## config.mk

```make
export PLATFORM = sky130hd
export DESIGN_NAME = rr_hold_arbiter
export DESIGN_NICKNAME = d
export VERILOG_FILES = /design/src/rtl/arb_pkg.sv /design/src/rtl/rr_pick.sv /design/src/rtl/rr_hold_arbiter.sv
export SDC_FILE = /design/constraint.sdc
export NUM_CORES = 1
export LEC_CHECK = 0
export BUFFER_PORTS_ARGS = -buffer_cell sky130_fd_sc_hd__buf_2
export CORE_ASPECT_RATIO = 1.25
export CORE_MARGIN = 3
export CORE_UTILIZATION = 40
export CTS_CLUSTER_DIAMETER = 40
export DETAILED_ROUTE_END_ITERATION = 8
export PLACE_DENSITY = 0.7
export SETUP_SLACK_MARGIN = 0.1
export SKIP_LAST_GASP = 1
export SLEW_MARGIN = 20
export SYNTH_ARGS = -nofsm -noshare
export SYNTH_HDL_FRONTEND = slang
export SYNTH_SLANG_ARGS = --single-unit
export TNS_END_PERCENT = 30
```

## constraint.sdc

```tcl
create_clock -name clk -period 2.7 [get_ports clk]
set_input_delay 0 -clock clk [delete_from_list [all_inputs] [get_ports clk]]
set_output_delay 0 -clock clk [all_outputs]
set_load 0.005 [all_outputs]
```

## src/rtl/arb_pkg.sv

```systemverilog
// -----------------------------------------------------------------------------
// arb_pkg
// Shared types and defaults for the round-robin hold arbiter slice.
//   arb_state_e      : arbiter FSM states (IDLE / GRANT / GAP)
//   ARB_N_REQ_DEF    : default number of requesters
//   ARB_MAX_HOLD_DEF : default maximum hold time in cycles (timeout build only)
//   arb_wrap_inc     : modulo-n increment used to rotate the priority pointer
// -----------------------------------------------------------------------------
package arb_pkg;

   typedef enum logic [1:0] {
      ARB_IDLE  = 2'd0,
      ARB_GRANT = 2'd1,
      ARB_GAP   = 2'd2
   } arb_state_e;

   localparam int ARB_N_REQ_DEF    = 4;
   localparam int ARB_MAX_HOLD_DEF = 16;

   // Returns (idx + 1) mod n for 0 <= idx < n.
   function automatic int arb_wrap_inc(input int idx, input int n);
      int nxt;
      nxt = idx + 1;
      if (nxt >= n) begin
         return 0;
      end else begin
         return nxt;
      end
   endfunction

endpackage : arb_pkg

```

## src/rtl/rr_pick.sv

```systemverilog
// -----------------------------------------------------------------------------
// rr_pick
// Combinational round-robin winner search. Starting at index ptr and wrapping
// from N_REQ-1 back to 0, the first asserted request bit wins.
// Ports:
//   req     in  [N_REQ-1:0] request vector
//   ptr     in  [ID_W-1:0]  highest-priority index for this search
//   win     out [N_REQ-1:0] one-hot winner, all zeros when no request
//   win_id  out [ID_W-1:0]  index of the winner (0 when no request)
//   win_vld out             at least one request is set
// -----------------------------------------------------------------------------
module rr_pick
   import arb_pkg::*;
#(
   parameter int N_REQ = ARB_N_REQ_DEF,
   parameter int ID_W  = $clog2(N_REQ)
) (
   input  logic [N_REQ-1:0] req,
   input  logic [ID_W-1:0]  ptr,
   output logic [N_REQ-1:0] win,
   output logic [ID_W-1:0]  win_id,
   output logic             win_vld
);

   logic [2*N_REQ-1:0] dbl_s;
   logic [N_REQ-1:0]   rot_s;
   int                 off_s;
   int                 sum_s;
   int                 id_s;

   // Rotate so ptr sits at bit 0, priority-encode the lowest set bit, then
   // map the offset back to an absolute requester index.
   always_comb begin
      dbl_s = {req, req} >> ptr;
      rot_s = dbl_s[N_REQ-1:0];

      // Scanning downward leaves the lowest set offset in off_s.
      off_s = 0;
      for (int i = N_REQ - 1; i >= 0; i--) begin
         off_s = rot_s[i] ? i : off_s;
      end

      sum_s = 32'(ptr) + off_s;
      if (sum_s >= N_REQ) begin
         id_s = sum_s - N_REQ;
      end else begin
         id_s = sum_s;
      end

      win_vld = |req;
      win_id  = win_vld ? ID_W'(id_s) : {ID_W{1'b0}};
      for (int i = 0; i < N_REQ; i++) begin
         win[i] = win_vld && (id_s == i);
      end
   end

endmodule : rr_pick

```

## src/rtl/rr_hold_arbiter.sv

```systemverilog
// -----------------------------------------------------------------------------
// rr_hold_arbiter
// Round-robin arbiter for one shared resource. A grant is held for a whole
// multi-cycle transaction, released on the owner's done pulse or request drop,
// followed by exactly one idle (GAP) cycle; priority then rotates past the
// last owner.
//
// Optional feature macro: ARB_HOLD_TIMEOUT_EN
//   defined   -> a grant is forcibly released after MAX_HOLD cycles and
//                timeout_evt pulses during the following GAP cycle
//   undefined -> no hold counter, grant held until done/req drop,
//                timeout_evt tied to 0
//
// Ports:
//   clk         in  [1]       rising-edge clock
//   rst         in  [1]       asynchronous active-high reset
//   req         in  [N_REQ]   per-requester level request
//   done        in  [N_REQ]   end-of-transaction pulse (owner bit only)
//   grant       out [N_REQ]   registered one-hot grant, 0 when no owner
//   grant_id    out [ID_W]    registered owner index, valid while busy=1
//   busy        out [1]       registered, equals |grant
//   timeout_evt out [1]       registered 1-cycle pulse on forced release
// -----------------------------------------------------------------------------
module rr_hold_arbiter
   import arb_pkg::*;
#(
   parameter int N_REQ    = ARB_N_REQ_DEF,
   parameter int MAX_HOLD = ARB_MAX_HOLD_DEF,
   parameter int ID_W     = $clog2(N_REQ)
) (
   input  logic             clk,
   input  logic             rst,
   input  logic [N_REQ-1:0] req,
   input  logic [N_REQ-1:0] done,
   output logic [N_REQ-1:0] grant,
   output logic [ID_W-1:0]  grant_id,
   output logic             busy,
   output logic             timeout_evt
);

   // Elaboration-time guard on illegal configurations.
   if (N_REQ < 2 || MAX_HOLD < 2 || ID_W != $clog2(N_REQ)) begin : g_bad_cfg
      $error("rr_hold_arbiter: N_REQ>=2, MAX_HOLD>=2 and ID_W=$clog2(N_REQ) required");
   end

   arb_state_e       state_r;
   logic [ID_W-1:0]  ptr_r;
   logic [N_REQ-1:0] grant_r;
   logic [ID_W-1:0]  grant_id_r;
   logic             busy_r;
   logic             timeout_evt_r;

   logic [N_REQ-1:0] win_s;
   logic [ID_W-1:0]  win_id_s;
   logic             win_vld_s;
   logic             owner_req_s;
   logic             owner_done_s;
   logic             release_s;
   logic             force_s;
   logic [ID_W-1:0]  next_ptr_s;

   rr_pick #(
      .N_REQ (N_REQ),
      .ID_W  (ID_W)
   ) u_pick (
      .req     (req),
      .ptr     (ptr_r),
      .win     (win_s),
      .win_id  (win_id_s),
      .win_vld (win_vld_s)
   );

   // Normal release: only the current owner's req/done bits matter, and a
   // simultaneous req drop plus done still yields a single release.
   always_comb begin
      owner_req_s  = req[grant_id_r];
      owner_done_s = done[grant_id_r];
      release_s    = (state_r == ARB_GRANT) && (!owner_req_s || owner_done_s);
      next_ptr_s   = ID_W'(arb_wrap_inc(int'(grant_id_r), N_REQ));
   end

`ifdef ARB_HOLD_TIMEOUT_EN
   localparam int CNT_W = $clog2(MAX_HOLD);

   logic [CNT_W-1:0] hold_cnt_r;

   // Forced release fires on the last allowed hold cycle unless a normal
   // release already happens on the same edge.
   always_comb begin
      force_s = (state_r == ARB_GRANT) && !release_s &&
                (hold_cnt_r == CNT_W'(MAX_HOLD - 1));
   end

   // Hold counter: zero outside GRANT so it starts at 0 on every GRANT entry.
   always_ff @(posedge clk or posedge rst) begin
      if (rst) begin
         hold_cnt_r <= {CNT_W{1'b0}};
      end else if (state_r != ARB_GRANT) begin
         hold_cnt_r <= {CNT_W{1'b0}};
      end else begin
         hold_cnt_r <= hold_cnt_r + {{(CNT_W-1){1'b0}}, 1'b1};
      end
   end
`else
   // No timeout in this build: a grant is only ended by its owner.
   always_comb begin
      force_s = 1'b0;
   end
`endif

   // Arbiter FSM, priority pointer and registered outputs.
   always_ff @(posedge clk or posedge rst) begin
      if (rst) begin
         state_r       <= ARB_IDLE;
         ptr_r         <= {ID_W{1'b0}};
         grant_r       <= {N_REQ{1'b0}};
         grant_id_r    <= {ID_W{1'b0}};
         busy_r        <= 1'b0;
         timeout_evt_r <= 1'b0;
      end else begin
         timeout_evt_r <= 1'b0;
         case (state_r)
            ARB_IDLE, ARB_GAP: begin
               // Arbitrate from ptr; GAP already sees the rotated pointer.
               if (win_vld_s) begin
                  state_r    <= ARB_GRANT;
                  grant_r    <= win_s;
                  grant_id_r <= win_id_s;
                  busy_r     <= 1'b1;
               end else begin
                  state_r    <= ARB_IDLE;
                  grant_r    <= {N_REQ{1'b0}};
                  busy_r     <= 1'b0;
               end
            end
            ARB_GRANT: begin
               if (release_s || force_s) begin
                  state_r       <= ARB_GAP;
                  grant_r       <= {N_REQ{1'b0}};
                  busy_r        <= 1'b0;
                  ptr_r         <= next_ptr_s;
                  timeout_evt_r <= force_s;
               end else begin
                  state_r       <= ARB_GRANT;
               end
            end
            default: begin
               state_r    <= ARB_IDLE;
               grant_r    <= {N_REQ{1'b0}};
               grant_id_r <= {ID_W{1'b0}};
               busy_r     <= 1'b0;
            end
         endcase
      end
   end

   assign grant       = grant_r;
   assign grant_id    = grant_id_r;
   assign busy        = busy_r;
   assign timeout_evt = timeout_evt_r;

endmodule : rr_hold_arbiter

```

Word-level counts from Yosys, hierarchy flattened
Index checks and enable logic that the tools add are counted.
{ "word_totals": {"out_inout_bits": 8, "register_bits": 11} }
{ "op_classes": {"n_eq_ne": 7, "mux": 21, "magnitude_cmp": 3, "addsub": 3, "n_shift": 1, "n_reduce_logical": 13, "bitwise": 1} }
{ "op_table": {"columns": ["cell", "n"], "rows": [
  ["two-way mux 32 bit", 4],
  ["equality test 32 x 3 -> 1 bit, second input constant", 2],
  ["adder 2 x 32 -> 32 bit", 1],
  ["equality test 32 x 2 -> 1 bit, second input constant", 1],
  ["greater-or-equal comparator 32 x 4 -> 1 bit, second input constant", 1],
  ["logical NOT 32 bit", 1],
  ["subtractor 32 x 4 -> 32 bit, second input constant", 1],
  ["two-way mux 2 bit", 4],
  ["two-way mux 4 bit", 2],
  ["one-hot mux 2 bit (2 select lines)", 2],
  ["one-hot mux 4 bit (2 select lines)", 1],
  ["right shift 8 x 2 -> 4 bit", 1],
  ["logical AND 1 bit", 5],
  ["two-way mux 1 bit", 5],
  ["binary-select mux 1 bit (select 2 bit)", 2],
  ["AND reduction 2 bit", 2],
  ["OR reduction 4 bit", 1],
  ["adder 2 x 1 -> 3 bit, second input constant", 1],
  ["greater-or-equal comparator 3 bit, second input constant", 1],
  ["less-than comparator 2 x 3 -> 1 bit, second input constant", 1],
  ["equality test 2 x 1 -> 1 bit, second input constant", 1],
  ["equality test 2 bit, second input constant", 1],
  ["logical NOT 2 bit", 1],
  ["!= test 2 x 1 -> 1 bit, second input constant", 1],
  ["6 further kinds", 6]
]} }

Logic depth before layout (Yosys ltp)
Gate-level depths: netlist of run 1.
{ "depth": {"depth_word": 12, "depth_mapped": 11, "ltp_nobuf": 10} }

Cells and area by module
From an unflattened synthesis of run 1, not the netlist that was laid out.
{ "unflattened": {"hier_cells": 80, "hier_area_um2": 813.3} }
{ "by_module_without_submodules": {"columns": ["module", "area_per_inst_um2", "n_inst", "seq_area_each_um2", "cells_each"], "rows": [
  ["rr_hold_arbiter", 496.7, 1, 275.3, 39],
  ["rr_pick", 316.6, 1, 0.0, 41]
]} }

Worst setup path before layout of run 1
No wires, ideal clock.
{ "synth_timing": {"kind": "register to register", "from": "reg ptr_r[0]", "to": "reg grant_r[2], in the netlist grant[2]", "arrival_ns": 2.059, "stages_incl_launch_ff": 8, "path_buffers": 1, "t_required_ns": 2.590, "synth_period_minus_slack_ns": 2.169, "setup_ns": 0.110, "path_slack_ns": 0.531, "path_cell_list": "dfrtp_1 -> clkbuf_1 -> or3_1 -> o221ai_1 -> ha_1 -> inv_1 -> fa_1 -> o41ai_1"} }
{ "synth_via": {"elab_chain_len": 12, "elab_cells_between_ends": 13} }
{ "synth_lines": {"columns": ["element", "line", "source"], "rows": [
  ["from (decl)", "rr_hold_arbiter.sv:47", "logic [ID_W-1:0] ptr_r;"],
  ["from (signal assigned)", "rr_hold_arbiter.sv:115", "ptr_r <= {ID_W{1'b0}};"],
  ["from (signal assigned)", "rr_hold_arbiter.sv:141", "ptr_r <= next_ptr_s;"],
  ["right shift 8 x 2 -> 4 bit", "rr_pick.sv:34", "dbl_s = {req, req} >> ptr;"],
  ["two-way mux 2 bit", "rr_pick.sv:40", "off_s = rot_s[i] ? i : off_s;"],
  ["two-way mux 32 bit (3 in series)", "rr_pick.sv:40", null],
  ["adder 2 x 32 -> 32 bit *", "rr_pick.sv:43", "sum_s = 32'(ptr) + off_s;"],
  ["subtractor 32 x 4 -> 32 bit or greater-or-equal comparator 32 x 4 -> 1 bit (tied branches)", "rr_pick.sv:45, rr_pick.sv:44", null],
  ["two-way mux 32 bit *", "rr_pick.sv:44", "if (sum_s >= N_REQ) begin"],
  ["equality test 32 x 3 -> 1 bit *", "rr_pick.sv:53", "win[i] = win_vld && (id_s == i);"],
  ["logical AND 1 bit *", "rr_pick.sv:53", null],
  ["two-way mux 4 bit *", "rr_hold_arbiter.sv:125", "if (win_vld_s) begin"],
  ["one-hot mux 4 bit (2 select lines) *", "rr_hold_arbiter.sv:122", "case (state_r)"],
  ["to (signal assigned)", "rr_hold_arbiter.sv:127", "grant_r <= win_s;"],
  ["to (signal assigned)", "rr_hold_arbiter.sv:132", "grant_r <= {N_REQ{1'b0}};"],
  ["to (signal assigned)", "rr_hold_arbiter.sv:139", "grant_r <= {N_REQ{1'b0}};"],
  ["to (decl)", "rr_hold_arbiter.sv:48", "logic [N_REQ-1:0] grant_r;"]
]} }
Mark *: on every way between the ends. The rest lies on a longest branch, timed or not.
A chain may end at the register's enable or synchronous reset.

Worst setup path after layout of run 1
Ends and elaborated chain as after synthesis.

==> results.yml, run 1 <==
status:
  status: "complete, no violations"
critical_path:
  reg2reg_to: "grant[2]$_DFFE_PP0N_"
  reg2reg_setup_slack_ns: 0.41
  startpoint_type: "flip-flop"
  critPathLaunch: "ptr_r[0]$_DFFE_PP0P_"
  crit_fanout: 11
  rr_startpoint: "ptr_r[0]$_DFFE_PP0P_"
  required_ns: 2.84
  max_stage_delay_ns: 0.52
  path_buf_inv: 1
  crit_slowest_cell: "fa_1"
  endpoint_kind: "flip-flop"
  critPathArrivalTime_ns: 2.43
  cp.depth: 6
  critical_path.top_delay_family: "adder cells"
  worstSetupPathType: "flip-flop to flip-flop"
  r2r_cells: 6
  path_cells: "or3_1 > o221ai_1 > ha_1 > inv_1 > fa_1 > o41ai_1"
clock_tree:
  htreeDepth: 1
  postCtsSetupBuffers: 0
  cts_root_buf: "clkbuf_4"
  clk_pin_slew_ns: 0.06
  cts_max_path_buffers: 2
  worstSkewPairLatency_ns: 0.26
  cts_tree: "built"
  clock_sinks: 11
  cts_buffers: 3
  ctsResizeCount: 0
route:
  viasPerCell: 5.54
  wire_per_inst_um: 13.2
  drc_errors: 0
  drtPass1Iterations: 4
  drtAntennaViolNets: 0
  vias: 609
  drt-initial-drc-count: 4
  finalWirelength_um: 1460
logic_synthesis:
  netlist_area_um2: 742
  yosys_warnings: 0
  synth_edf_count: 0
  synthCells: 74
  ys_seq_area_share_pct: 37.1
  post_synth_num_cell_types: 39
  async_flop_share_pct: 100
  ys_seq_elements: 11
  avgSynthCellArea_um2: 10.0
  syn_nets: 87
  ys.flop_type: "dfrtp_1"
cells_and_area:
  syn_to_final_growth_pct: 15.7
  fin_util_pct: 51.7
  final-seq-area_um2: 275
  multi_input_comb_area_um2: 422
  final_cells: 110
  num-fill-cells: 153
  diodes: 0
  final_area_um2: 858
  drive_gt1_share_pct: 28.3
  nNetsFinal: 106
placement:
  io_buffer_count: 16
  place.gp.congestion: 0.742
  placed_area_um2: 822
  dpl.cell_count: 105
  dp_hpwl_um: 1060
power:
  power.leakage_nw: 0.399
  power_mw: 0.892
  ir_drop_uv: 544
  power_density_nw_per_um2: 1040
min_path:
  holdCritStartpoint: "req[3]"
  hold_end: "grant_id[1]$_DFFE_PP0P_"
  hold_class: "primary input to flip-flop"
  min_path_cells: 4
global_routing:
  overflow: 0
  grt_pass1_vias: 527
  grtUsageTotal_pct: 13.1
  grt_start_max_net_pins: 12
  antenna_found_initial: 0
  grt_pass1_wl_um: 2330
floorplan:
  die_w_um: 44.5
  coreArea_um2: 1660
  rows: 16
  io_pins: 18
  start_util_pct: 44.7
  dieArea_um2: 2410
  die_h_um: 54.2
job:
  cap_violations: 0
sta:
  setup_viol: 0
  period_share_pct: 84.6
  hold_violations: 0
  finClkSkew_ns: 0.000648
  finalCriticalPeriod_ns: 2.29
  rsz0062_at_grt: "false"
  setup_tns_ns: 0
  clock.fmax_ghz: 0.438
  slew_violations: 0
[synthesized netlist by cell type (2+ instances only)]
| library cell | count | share of area [%] |
|---|---|---|
| dfrtp_1 | 11 | 37 |
| nand2_1 | 9 | 4.6 |
| inv_1 | 6 | 3.0 |
| o21ai_1 | 6 | 4.0 |
| mux2i_1 | 3 | 4.0 |
| nor2_1 | 3 | 1.5 |
| o21ai_0 | 3 | 2.0 |
| ha_1 | 2 | 3.4 |
[power by group]
part,internal [mW],total (mW),switching [mW]
Combinational,0.230,0.456,0.226
Clock,0.0571,0.108,0.0505
Sequential,0.235,0.328,0.0924
[sequential cells by signal (all words and copies together), names as in the netlist]
name,count
state_r,2
ptr_r,2
busy,1
grant_id,2
grant,4
[tightest hold or removal path, delay by kind of cell]
family / cells / cell delay [ns]
AND/OR/NAND/NOR: 1 / 0.08
buffers and inverters: 1 / 0.16
AO/OA/AOI/OAI: 2 / 0.20
[timing repair]
| action | CTS | global route |
|---|---|---|
| hold buffers | 1 | 0 |
| endpoints found under the setup margin | 0 | 0 |
| endpoints found under the hold margin | 11 | 0 |
[cell usage in the layout (no fill, tap or decap), types with 2 or more instances in the layout]
cell type	Yosys	routed
nand2_1	9	9
inv_1	6	6
mux2i_1	3	3
buf_2	0	16
clkbuf_4	0	3
nor2_1	3	3
o21ai_1	6	6
ha_1	2	2
o21ai_0	3	3
dfrtp_1	11	11
[metrics by stage]
| stage | hold slack, ns | setup slack, ns |
|---|---|---|
| 2_1_floorplan | -0.148 | 0.531 |
| 3_3_place_gp | 0.00642 | 0.470 |
| 3_5_place_dp | 0.0107 | 0.473 |
| 4_1_cts | 0.215 | 0.416 |
| 5_1_grt | 0.250 | 0.334 |
| 6_report | 0.217 | 0.415 |
[logic make-up after synthesis]
kind of cell	after synthesis	share of synthesized area [%]
buf+inv	9	6.07
mux	4	6.07
other cells	1	0.505
flops	11	37.1
compound gates	20	20.4
fa+ha+maj	3	6.07
simple gates	26	23.8
[metal layers]
metal / vias up / global-route usage [%] / wire (um)
met3: 5 / 2.01 / 82
met5: - / 0 / 0
met1: 284 / 18.3 / 693
met2: 17 / 19.6 / 654
li1: 303 / - / -
met4: 0 / 6.03 / 27
[how the worst max path moves through the flow]
| stage | slack (ns) | end |
|---|---|---|
| floorplan | 0.53 | grant[2]$_DFFE_PP0N_ |
| global placement | 0.47 | grant[2]$_DFFE_PP0N_ |
| detailed placement | 0.47 | grant[2]$_DFFE_PP0N_ |
| CTS | 0.42 | grant[2]$_DFFE_PP0N_ |
| global route | 0.33 | grant[2]$_DFFE_PP0N_ |
| finish | 0.41 | grant[2]$_DFFE_PP0N_ |
[cell type report]
type	instances	area share, %
tap	18	2.62
timing repair buffer	17	10.5
multi-input combinational	54	49.1
clock buffer	4	3.06
sequential	11	32.1
inverter	6	2.62
No activity file was read; power rests on OpenSTA's default activity.
==> run 2: changes to the inputs <==
--- a/config.mk
+++ b/config.mk
@@ -5,13 +5,14 @@
 export SDC_FILE = /design/constraint.sdc
 export NUM_CORES = 1
 export LEC_CHECK = 0
+export ABC_AREA = 1
 export BUFFER_PORTS_ARGS = -buffer_cell sky130_fd_sc_hd__buf_2
 export CORE_ASPECT_RATIO = 1.25
 export CORE_MARGIN = 3
 export CORE_UTILIZATION = 40
 export CTS_CLUSTER_DIAMETER = 40
 export DETAILED_ROUTE_END_ITERATION = 8
-export PLACE_DENSITY = 0.7
+export PLACE_DENSITY = 0.69
 export SETUP_SLACK_MARGIN = 0.1
 export SKIP_LAST_GASP = 1
 export SLEW_MARGIN = 20
==> constraint.sdc (replaced) <==
create_clock -name clk -period 2.3 [get_ports clk]
set_input_delay 0 -clock clk [delete_from_list [all_inputs] [get_ports clk]]
set_output_delay 0 -clock clk [all_outputs]
set_load 0.005 [all_outputs]
==> run 2 against run 1 <==
Total power up 45%. Fmax up 8.4%. Utilization up 3.9 points. Critical path type unchanged. Non-clock buffer count up 1. Critical endpoint is now grant_id[1]$_DFFE_PP0P_. Largest cell class unchanged. Critical path depth up 6. Final cell count up 24%. Synthesized cell count up 31%. Sequential share of layout area down 2.1 points.
==> results.yml, run 2 <==
critical_path:
  r2r_cells: 12
  max_stage_delay_ns: 0.59
  path_cells: "inv_2 > nand2_2 > nand2_2 > nand2_2 > nand2_2 > nand2_2 > a21boi_2 > ha_2 > inv_2 > fa_2 > nor2_4 > o21bai_1"
  path_buf_inv: 2
  critical_path.top_delay_family: "adder cells"
  crit_top_cell: "nand2_2"
  required_ns: 2.46
  cp.depth: 12
  endpoint_kind: "flip-flop"
  crit_slowest_cell: "fa_2"
  worstSetupPathType: "flip-flop to flip-flop"
  rr_startpoint: "ptr_r[0]$_DFFE_PP0P_"
  startpoint_type: "flip-flop"
  critPathArrivalTime_ns: 2.27
  reg2reg_to: "grant_id[1]$_DFFE_PP0P_"
  crit_fanout: 7
  reg2reg_setup_slack_ns: 0.19
floorplan:
  die_h_um: 54.6
  start_util_pct: 45.4
  io_pins: 18
  coreArea_um2: 1660
  rows: 16
  die_w_um: 44.8
  dieArea_um2: 2450
min_path:
  hold_end: "grant[1]$_DFFE_PP0N_"
  holdCritStartpoint: "req[0]"
  hold_class: "primary input to flip-flop"
  min_path_cells: 5
logic_synthesis:
  synth-simple-area-share_pct: 43.1
  synth-xor-area-share_pct: 0
  synth_compound_area_share_pct: 4.98
  synth.area.top_cells: "dfrtp_1, nand2_1, nand3_1"
  ys_seq_area_share_pct: 36.5
  synth_edf_count: 0
  ys.flop_type: "dfrtp_1"
  yosys.area.top_type: "dfrtp_1"
  avgSynthCellArea_um2: 7.78
  netlist_area_um2: 754
  synthCells: 97
  synth_top_family_by_area: "simple AND/OR/NAND/NOR gates"
  async_flop_share_pct: 100
  ys_seq_elements: 11
  synth_commonest_cells: "nand2_1, inv_1, nand3_1"
  synthAdderAreaFrac_pct: 5.97
  synthMuxAreaShare_pct: 0
  synth_most_common_cell: "nand2_1"
  syn_nets: 110
  post_synth_num_cell_types: 21
  yosys_warnings: 0
  synth_top_area_share_pct: 36.5
cells_and_area:
  final_common_cell: "nand2_1"
  nNetsFinal: 132
  diodes: 0
  final_cell_mix: "nand2_1, buf_2, nand3_1"
  syn_to_final_growth_pct: 22.4
  largest_reg_flops: 4
  fin_util_pct: 55.6
  num-fill-cells: 159
  drive_gt1_share_pct: 37.3
  final_area_um2: 923
sta:
  rsz0062_at_grt: "true"
  finalCriticalPeriod_ns: 2.11
  setup_tns_ns: 0
  slew_violations: 0
  period_share_pct: 91.7
  setup_viol: 0
  clock.fmax_ghz: 0.474
  finClkSkew_ns: 0.00111
  hold_violations: 0
  whs_ns: 0.173
global_routing:
  antenna_found_initial: 0
  grt_start_max_net_pins: 12
  overflow: 0
  grtUsageTotal_pct: 15.6
  grt_pass1_vias: 693
  grt_pass1_wl_um: 2800
route:
  viasPerCell: 5.28
  vias: 718
  drc_errors: 0
  drtAntennaViolNets: 0
  drt-initial-drc-count: 20
  finalWirelength_um: 1610
  wire_per_inst_um: 11.9
  drtPass1Iterations: 5
power:
  ir_drop_uv: 734
  power_mw: 1.29
  power_density_nw_per_um2: 1400
  power.leakage_nw: 0.504
clock_tree:
  cts_tree: "built"
  cts_root_buf: "clkbuf_4"
  cts_max_path_buffers: 2
  htreeDepth: 1
  cts_buffers: 3
  clock_sinks: 11
  worstSkewPairLatency_ns: 0.27
  clk_pin_slew_ns: 0.07
placement:
  placed_area_um2: 850
  io_buffer_count: 16
  place.gp.congestion: 0.849
  dp_hpwl_um: 1250
status:
  status: "complete, no violations"
job:
  cap_violations: 0
## run 2: cell count changes in the layout (fill, tap and decap cells not counted), sizes merged, moves of 2 or more
cell	delta
inv	+10
nand4	+6
nand4bb	-2
nand2	+22
or2	-2
mux2i	-3
nand3	+17
o21ai	-6
## run 2: cell families (layout without fill, tap and decap cells)
group,after synthesis,count (layout)
buffers and inverters,17,38
other,1,1
and+or+nand+nor,59,59
DFF,11,11
AOI/OAI and AO/OA,6,6
adders and majority gates,3,3
## run 2: how the worst max path moves through the flow
stage	from	endpoint	slack, ns
after floorplan	ptr_r[0]$_DFFE_PP0P_	grant_id[1]$_DFFE_PP0P_	0.40
final	ptr_r[0]$_DFFE_PP0P_	grant_id[1]$_DFFE_PP0P_	0.19
after CTS	ptr_r[0]$_DFFE_PP0P_	grant_id[1]$_DFFE_PP0P_	0.14
after detailed placement	ptr_r[0]$_DFFE_PP0P_	grant_id[1]$_DFFE_PP0P_	0.17
after global placement	ptr_r[1]$_DFFE_PP0P_	grant_id[1]$_DFFE_PP0P_	0.26
after global routing	ptr_r[1]$_DFFE_PP0P_	grant_id[1]$_DFFE_PP0P_	0.05
## run 2: power breakdown
group / switching [mW] / internal [mW]
Clock: 0.0635 / 0.0673
Sequential: 0.0833 / 0.278
Combinational: 0.487 / 0.314
## run 2: stage by stage
step	std cells	setup WS, ns
6_report	136	0.192
5_1_grt	136	0.0462
4_1_cts	135	0.143
3_5_place_dp	130	0.173
3_3_place_gp	130	0.257
2_1_floorplan	97	0.405
## run 2: worst reg2reg max path: cells and delay by family, from the launching register on
kind            cells  cell delay (ns)
simple gates        6             0.35
flops               1             0.46
buf+inv             2             0.14
fa+ha+maj           2             0.77
compound gates      2             0.28
## run 2: routing by layer
metal | track usage (%) | wire, um
met1 | 18.0 | 670
met5 | 0 | 0
met3 | 3.29 | 81
met4 | 9.27 | 36
met2 | 26.3 | 824
## run 2: final cells by class
class / count / area, um^2 / area share [%]
Timing Repair Buffer: 18 / 97.6 / 10.6
Tap cell: 18 / 22.5 / 2.44
Multi-Input combinational cell: 69 / 440 / 47.7
Clock buffer: 4 / 26.3 / 2.85
Inverter: 16 / 60.1 / 6.50
Sequential cell: 11 / 277 / 29.9
## run 2: repair_timing
item,in CTS,in global routing
hold buffers,1,0
endpoints found under the hold margin,11,0
setup buffers,0,1
setup endpoints to repair,0,5
resized for setup,0,13
